$ cat config.mk
export PLATFORM = sky130hd
export DESIGN_NAME = gray_seq_ctrl
export DESIGN_NICKNAME = d
export VERILOG_FILES = /design/src/rtl/gray_seq_pkg.sv /design/src/rtl/gray_encode.sv /design/src/rtl/gray_seq_ctrl.sv
export SDC_FILE = /design/constraint.sdc
export NUM_CORES = 1
export LEC_CHECK = 0
export ABC_AREA = 1
export BUFFER_PORTS_ARGS = -buffer_cell sky130_fd_sc_hd__buf_4
export CORE_UTILIZATION = 49
export CTS_CLUSTER_SIZE = 8
export DETAILED_ROUTE_END_ITERATION = 8
export PLACE_DENSITY = 0.8
export SYNTH_ARGS = -nofsm -noshare
export SYNTH_HDL_FRONTEND = slang
export SYNTH_SLANG_ARGS = --single-unit
$ cat constraint.sdc
create_clock -name clk -period 3.2 [get_ports clk]
set_input_delay 0.48 -clock clk [delete_from_list [all_inputs] [get_ports clk]]
set_output_delay 0.48 -clock clk [all_outputs]
set_load 0.1 [all_outputs]
$ cat src/rtl/gray_seq_pkg.sv
// gray_seq_pkg: shared state encoding and reference Gray conversion
package gray_seq_pkg;
    typedef enum logic [1:0] {
        IDLE = 2'd0,
        RUN  = 2'd1,
        DONE = 2'd2
    } seq_state_t;
    function automatic logic [15:0] bin2gray(input logic [15:0] b);
        return b ^ (b >> 1);
    endfunction
endpackage

$ cat src/rtl/gray_encode.sv
// gray_encode: combinational binary to Gray conversion
module gray_encode #(
    parameter int WIDTH = 4
) (
    input  logic [WIDTH-1:0] bin,
    output logic [WIDTH-1:0] gray
);
    assign gray = bin ^ (bin >> 1);
endmodule

$ cat src/rtl/gray_seq_ctrl.sv
// gray_seq_ctrl: steps a binary counter through first..last and streams it Gray-encoded
module gray_seq_ctrl
    import gray_seq_pkg::*;
#(
    parameter int WIDTH = 4
) (
    input  logic             clk,
    input  logic             rst,
    input  logic             start,
    input  logic             stop,
    input  logic             dir,
    input  logic             wrap,
    input  logic [WIDTH-1:0] first,
    input  logic [WIDTH-1:0] last,
    output logic [WIDTH-1:0] g_out,
    output logic [WIDTH-1:0] b_out,
    output logic             valid,
    input  logic             ready,
    output logic             busy,
    output logic             done
);
    seq_state_t       state;
    logic [WIDTH-1:0] bin;
    logic [WIDTH-1:0] first_q;
    logic [WIDTH-1:0] last_q;
    logic             dir_q;
    logic             wrap_q;
    always_ff @(posedge clk) begin
        if (rst) begin
            state   <= IDLE;
            bin     <= '0;
            first_q <= '0;
            last_q  <= '0;
            dir_q   <= 1'b0;
            wrap_q  <= 1'b0;
        end else if (state == IDLE) begin
            if (start) begin
                state   <= RUN;
                bin     <= first;
                first_q <= first;
                last_q  <= last;
                dir_q   <= dir;
                wrap_q  <= wrap;
            end
        end else if (state == RUN) begin
            // stop wins over both the step and the DONE transition
            if (stop) state <= IDLE;
            else if (ready) begin
                if (bin != last_q) bin <= dir_q ? bin - WIDTH'(1) : bin + WIDTH'(1);
                else if (wrap_q) bin <= first_q;
                else state <= DONE;
            end
        end else begin
            state <= IDLE;
        end
    end
    gray_encode #(.WIDTH(WIDTH)) u_enc (
        .bin  (bin),
        .gray (g_out)
    );
    assign b_out = bin;
    assign valid = state == RUN;
    assign busy  = state == RUN;
    assign done  = state == DONE;
endmodule

## Word-level counts from Yosys, hierarchy flattened

Index checks and enable logic that the tools add are counted.

| storage, ports and cells | value |
|---|---|
| latch bits | 0 |
| RAM bits | 0 |
| ROM bits | 0 |
| input bits | 15 |
| output and inout port bits | 11 |
| word-level logic and storage cells | 39 |
| register bits | 16 |
| memories | 0 |

| operators by class | value |
|---|---|
| multiply operators | 0 |
| eq/ne operators | 8 |
| bitwise operators | 1 |
| reductions and logical operators | 7 |
| divide/modulo/power cells | 0 |
| shifts and indexed selects | 0 |
| muxes and demuxes | 15 |
| add/sub/neg operators | 2 |
| $lt $le $gt $ge | 0 |

Operators by type and width:

| operator | count |
|---|---|
| $mux W4 | 8 |
| $mux W2 | 7 |
| $ne A4 B3 Y1 const B | 2 |
| $reduce_and A5 Y1 | 1 |
| $add A4 B1 Y4 const B | 1 |
| $ne A4 B4 Y1 | 1 |
| $ne A4 B4 Y1 const B | 1 |
| $reduce_and A4 Y1 | 1 |
| $reduce_bool A2 Y1 | 2 |
| $sub A4 B1 Y4 const B | 1 |
| $xor A4 B3 Y4 | 1 |
| $reduce_bool A3 Y1 | 1 |
| $eq A2 B1 Y1 const B | 1 |
| $eq A2 B2 Y1 const B | 1 |
| $logic_not A2 Y1 | 1 |
| $ne A2 B1 Y1 const B | 1 |
| $ne A2 B2 Y1 const B | 1 |
| $reduce_and A2 Y1 | 1 |

## Logic depth before layout (Yosys ltp)

| depth | value |
|---|---|
| depth in word-level cells | 7 |
| depth in mapped cells | 11 |
| depth with buffers taken out | 11 |

## Cells and area by module

Synthesis repeated with hierarchy kept, for this count alone.

| second synthesis, totals | value |
|---|---|
| cells, all modules | 155 |
| area, all modules | 1044.8 um^2 |

Modules (own cells, without submodules):

| module | area each (um^2) | times used | sequential area each (um^2) | cells an instance |
|---|---|---|---|---|
| gray_seq_ctrl | 988.4 | 1 | 320.3 | 141 |
| gray_encode | 56.3 | 1 | 0.0 | 14 |

## Least setup slack after synthesis

No wires, ideal clock.

| timing path | value |
|---|---|
| path kind | register to output |
| start point | reg bin[2], in the netlist b_out[2] |
| end point | out g_out[1] |
| buffers on the path | 0 |
| arrival time | 2.540 ns |
| slack | 0.180 ns |
| required time | 2.720 ns |
| cell stages (with the launch flop) | 2 |
| path through | dfxtp_1 > xor2_1 |

| between the ends | value |
|---|---|
| cells in the longest elaborated chain, start to end | 1 |

Ends and longest elaborated chain:

| element | RTL line | text |
|---|---|---|
| start: declaration | gray_seq_ctrl.sv:23 | `logic [WIDTH-1:0] bin;` |
| start signal: assignment | gray_seq_ctrl.sv:39 | `bin <= first;` |
| start signal: assignment | gray_seq_ctrl.sv:49 | `if (bin != last_q) bin <= dir_q ? bin - WIDTH'(1) : bin + WIDTH'(1);` |
| start signal: assignment | gray_seq_ctrl.sv:50 | `else if (wrap_q) bin <= first_q;` |
| $xor A4 B3 Y4 | gray_encode.sv:8 | `assign gray = bin ^ (bin >> 1);` |
| end: declaration | gray_seq_ctrl.sv:15 | `output logic [WIDTH-1:0] g_out,` |

Every way passes these cells.

## Final worst setup path

| timing path | value |
|---|---|
| start point | reg bin[1], in the netlist b_out[1] |
| end point | out g_out[0] |

The elaborated chain is that of the path after synthesis.

==> results.sh <==
export IMPL_dr_pass1_iters=4
export IMPL_p_per_area_nw_per_um2=593
export IMPL_grt_pass1_wl_microns=3220
export IMPL_worstPathCellList="xor2_1 -> buf_4"
export IMPL_synth_area_sq_um=1030
export IMPL_rows=16
export IMPL_fp_dieW_microns=47.8
export IMPL_via_count=955
export IMPL_synth_avg_cell_area_sq_um=7.13
export IMPL_area_delta_synth_final_pct=22.7
export IMPL_yosysWarnings=0
export IMPL_via_per_inst=4.87
export IMPL_cpPeakStageDelay_ns=0.49
export IMPL_synth_most_common_cell="nand2_1"
export IMPL_ys_types=24
export IMPL_cp_arrival_ns=1.27
export IMPL_finalSetupTns_ns=0
export IMPL_port_buffers=25
export IMPL_maxCapViolations=0
export IMPL_cp_start_kind="flop"
export IMPL_period_minus_slack_ns=1.75
export IMPL_async_flop_share=0
export IMPL_endpoint_kind="output pin"
export IMPL_tightest_slew_ns=0.418
export IMPL_cts_setup_buffers=0
export IMPL_initial_core_util=0.524
export IMPL_grt_setup_unrepaired="false"
export IMPL_insertedDiodeCount=0
export IMPL_synth_main_ff_cell="dfxtp_1"
export IMPL_root_buffer="clkbuf_4"
export IMPL_finalHoldViolCount=0
export IMPL_cts_tree="yes"
export IMPL_antenna_left=0
export IMPL_wire_per_inst_microns=10.8
export IMPL_ir_drop_mv=0.284
export IMPL_yosysTopAreaCell="dfxtp_1"
export IMPL_clock_fmax_ghz=0.570
export IMPL_synthesis_instances=144
export IMPL_crit_fanout=6
export IMPL_place_congestion=0.817
export IMPL_drtIter0Drc=25
export IMPL_power_leakage_nw=0.639
export IMPL_drt_wl_total_microns=2110
export IMPL_hp_class="primary input to flop"
export IMPL_die_area_sq_um=2280
export IMPL_synth_edf_count=0
export IMPL_critPathKind="flop to output pin"
export IMPL_die_h_microns=47.8
export IMPL_slew_violations=0
export IMPL_crit_slowest_cell="dfxtp_1"
export IMPL_nNetsFinal=188
export IMPL_gr_total_overflow=0
export IMPL_hold_ws_ns=0.349
export IMPL_skew_ns=0.00615
export IMPL_core_area_sq_um=1960
export IMPL_worstPathRequired_ns=2.72
export IMPL_drc=0
export IMPL_period_share=0.548
export IMPL_cts_clk_slew_worst_paths_ns=0.10
export IMPL_grtUsageTotal=0.201
export IMPL_io_pin_count=26
export IMPL_grt_max_degree=19
export IMPL_synth_nets=162
export IMPL_htreeDepth=1
export IMPL_antenna_found_initial=0
export IMPL_ys_seq_area_frac=0.312
export IMPL_cts_repair_resized=0
export IMPL_status="complete, no violations"
export IMPL_setup_ws_ns=1.45
export IMPL_drive_gt1_frac=0.284
export IMPL_synth_top_area_frac=0.312
export IMPL_p_total_uw=748
export IMPL_setup_violations=0
export IMPL_place_ws_ns=1.60
export IMPL_ys_ff_latch=16
export IMPL_dpl_hpwl_microns=1640
export IMPL_synthTopCellsByCount="nand2_1, nor2_1, dfxtp_1, inv_1, o21ai_0"
export IMPL_cts_sinks=16
export IMPL_clk_path_buf_depth=2
export IMPL_cts_made_buffers=3
export IMPL_hold_buffers=0
export IMPL_netlist_top_cells_area="dfxtp_1, nand2_1, nor2_1"
export IMPL_clock_latency_ns=0.29
export IMPL_first_global_vias=757
export IMPL_relSlewSlack=0.721
[state kept, by name (all words and copies together) (netlist names)]
register,cells
state,2
last_q,4
first_q,4
wrap_q,1
dir_q,1
b_out,4
[cells by family after synthesis]
logic type | after synthesis | synth area share
and+or+nand+nor | 78 | 0.413
buffers and inverters | 23 | 0.0962
AOI/OAI and AO/OA | 20 | 0.101
DFF | 16 | 0.312
xor gates and xnor gates | 4 | 0.0341
adders and majority gates | 3 | 0.0438
[power by group]
group	total, mW	internal [mW]	switching [mW]
sequential	0.239	0.218	0.0213
clock	0.135	0.0692	0.0657
combinational	0.374	0.101	0.273
total	0.748	0.388	0.360
[metrics by stage]
step                      utilization  cell area [sq um]  cells
final                           0.642               1260    196
after floorplan                     -               1030    144
after detailed placement        0.624               1220    192
after global routing            0.642               1260    196
after global placement          0.624               1220    192
after CTS                       0.642               1260    196
[critical path, delay by kind of cell, from the launching register on]
kind                      cells  cell delay [ns]
DFF                           1             0.49
buffers and inverters         1             0.31
xor gates and xnor gates      1             0.18
[per-layer routing]
layer / GRT usage / wire length, microns / vias to the layer above / part of all wire
met4: 0.0500 / 10 / 0 / 0.0047
met2: 0.324 / 1030 / 24 / 0.49
met3: 0.0453 / 88 / 2 / 0.042
met5: 0 / 0 / - / 0
met1: 0.273 / 979 / 426 / 0.46
li1: - / - / 503 / -
[cells in the final DEF (no fill, tap or decap)]
master,instances
nand2_1,35
buf_4,25
nor2_1,18
dfxtp_1,16
inv_1,13
o21ai_0,10
a21oi_1,9
nand3_1,8
inv_2,5
xor2_1,4
nand2_4,4
nand3b_1,3
clkbuf_4,3
nor2_4,2
nand2_2,2
nor2_8,2
ha_1,2
inv_4,1
nand3_2,1
o21ai_2,1
nand4_4,1
nand4_1,1
nor3_1,1
fa_1,1
clkbuf_8,1
[worst paths after layout]
check                                  end  startpoint  cells past startpoint  slack (ns)
worst max-delay path              g_out[0]    b_out[1]                      2        1.45
worst min-delay path              state[0]         rst                      2        0.35
worst max register to register    b_out[2]    b_out[1]                      8        1.58
worst min register to register  first_q[3]  first_q[3]                      2        0.47
[area by class of cell]
cell class,count,area (sq um)
inverter,19,73.8
multi-input combinational,105,608
tap,27,33.8
fill,187,702
sequential,16,320
timing repair buffer,25,188
clock buffer,4,36.3
Power figures use the tool's default switching activity.
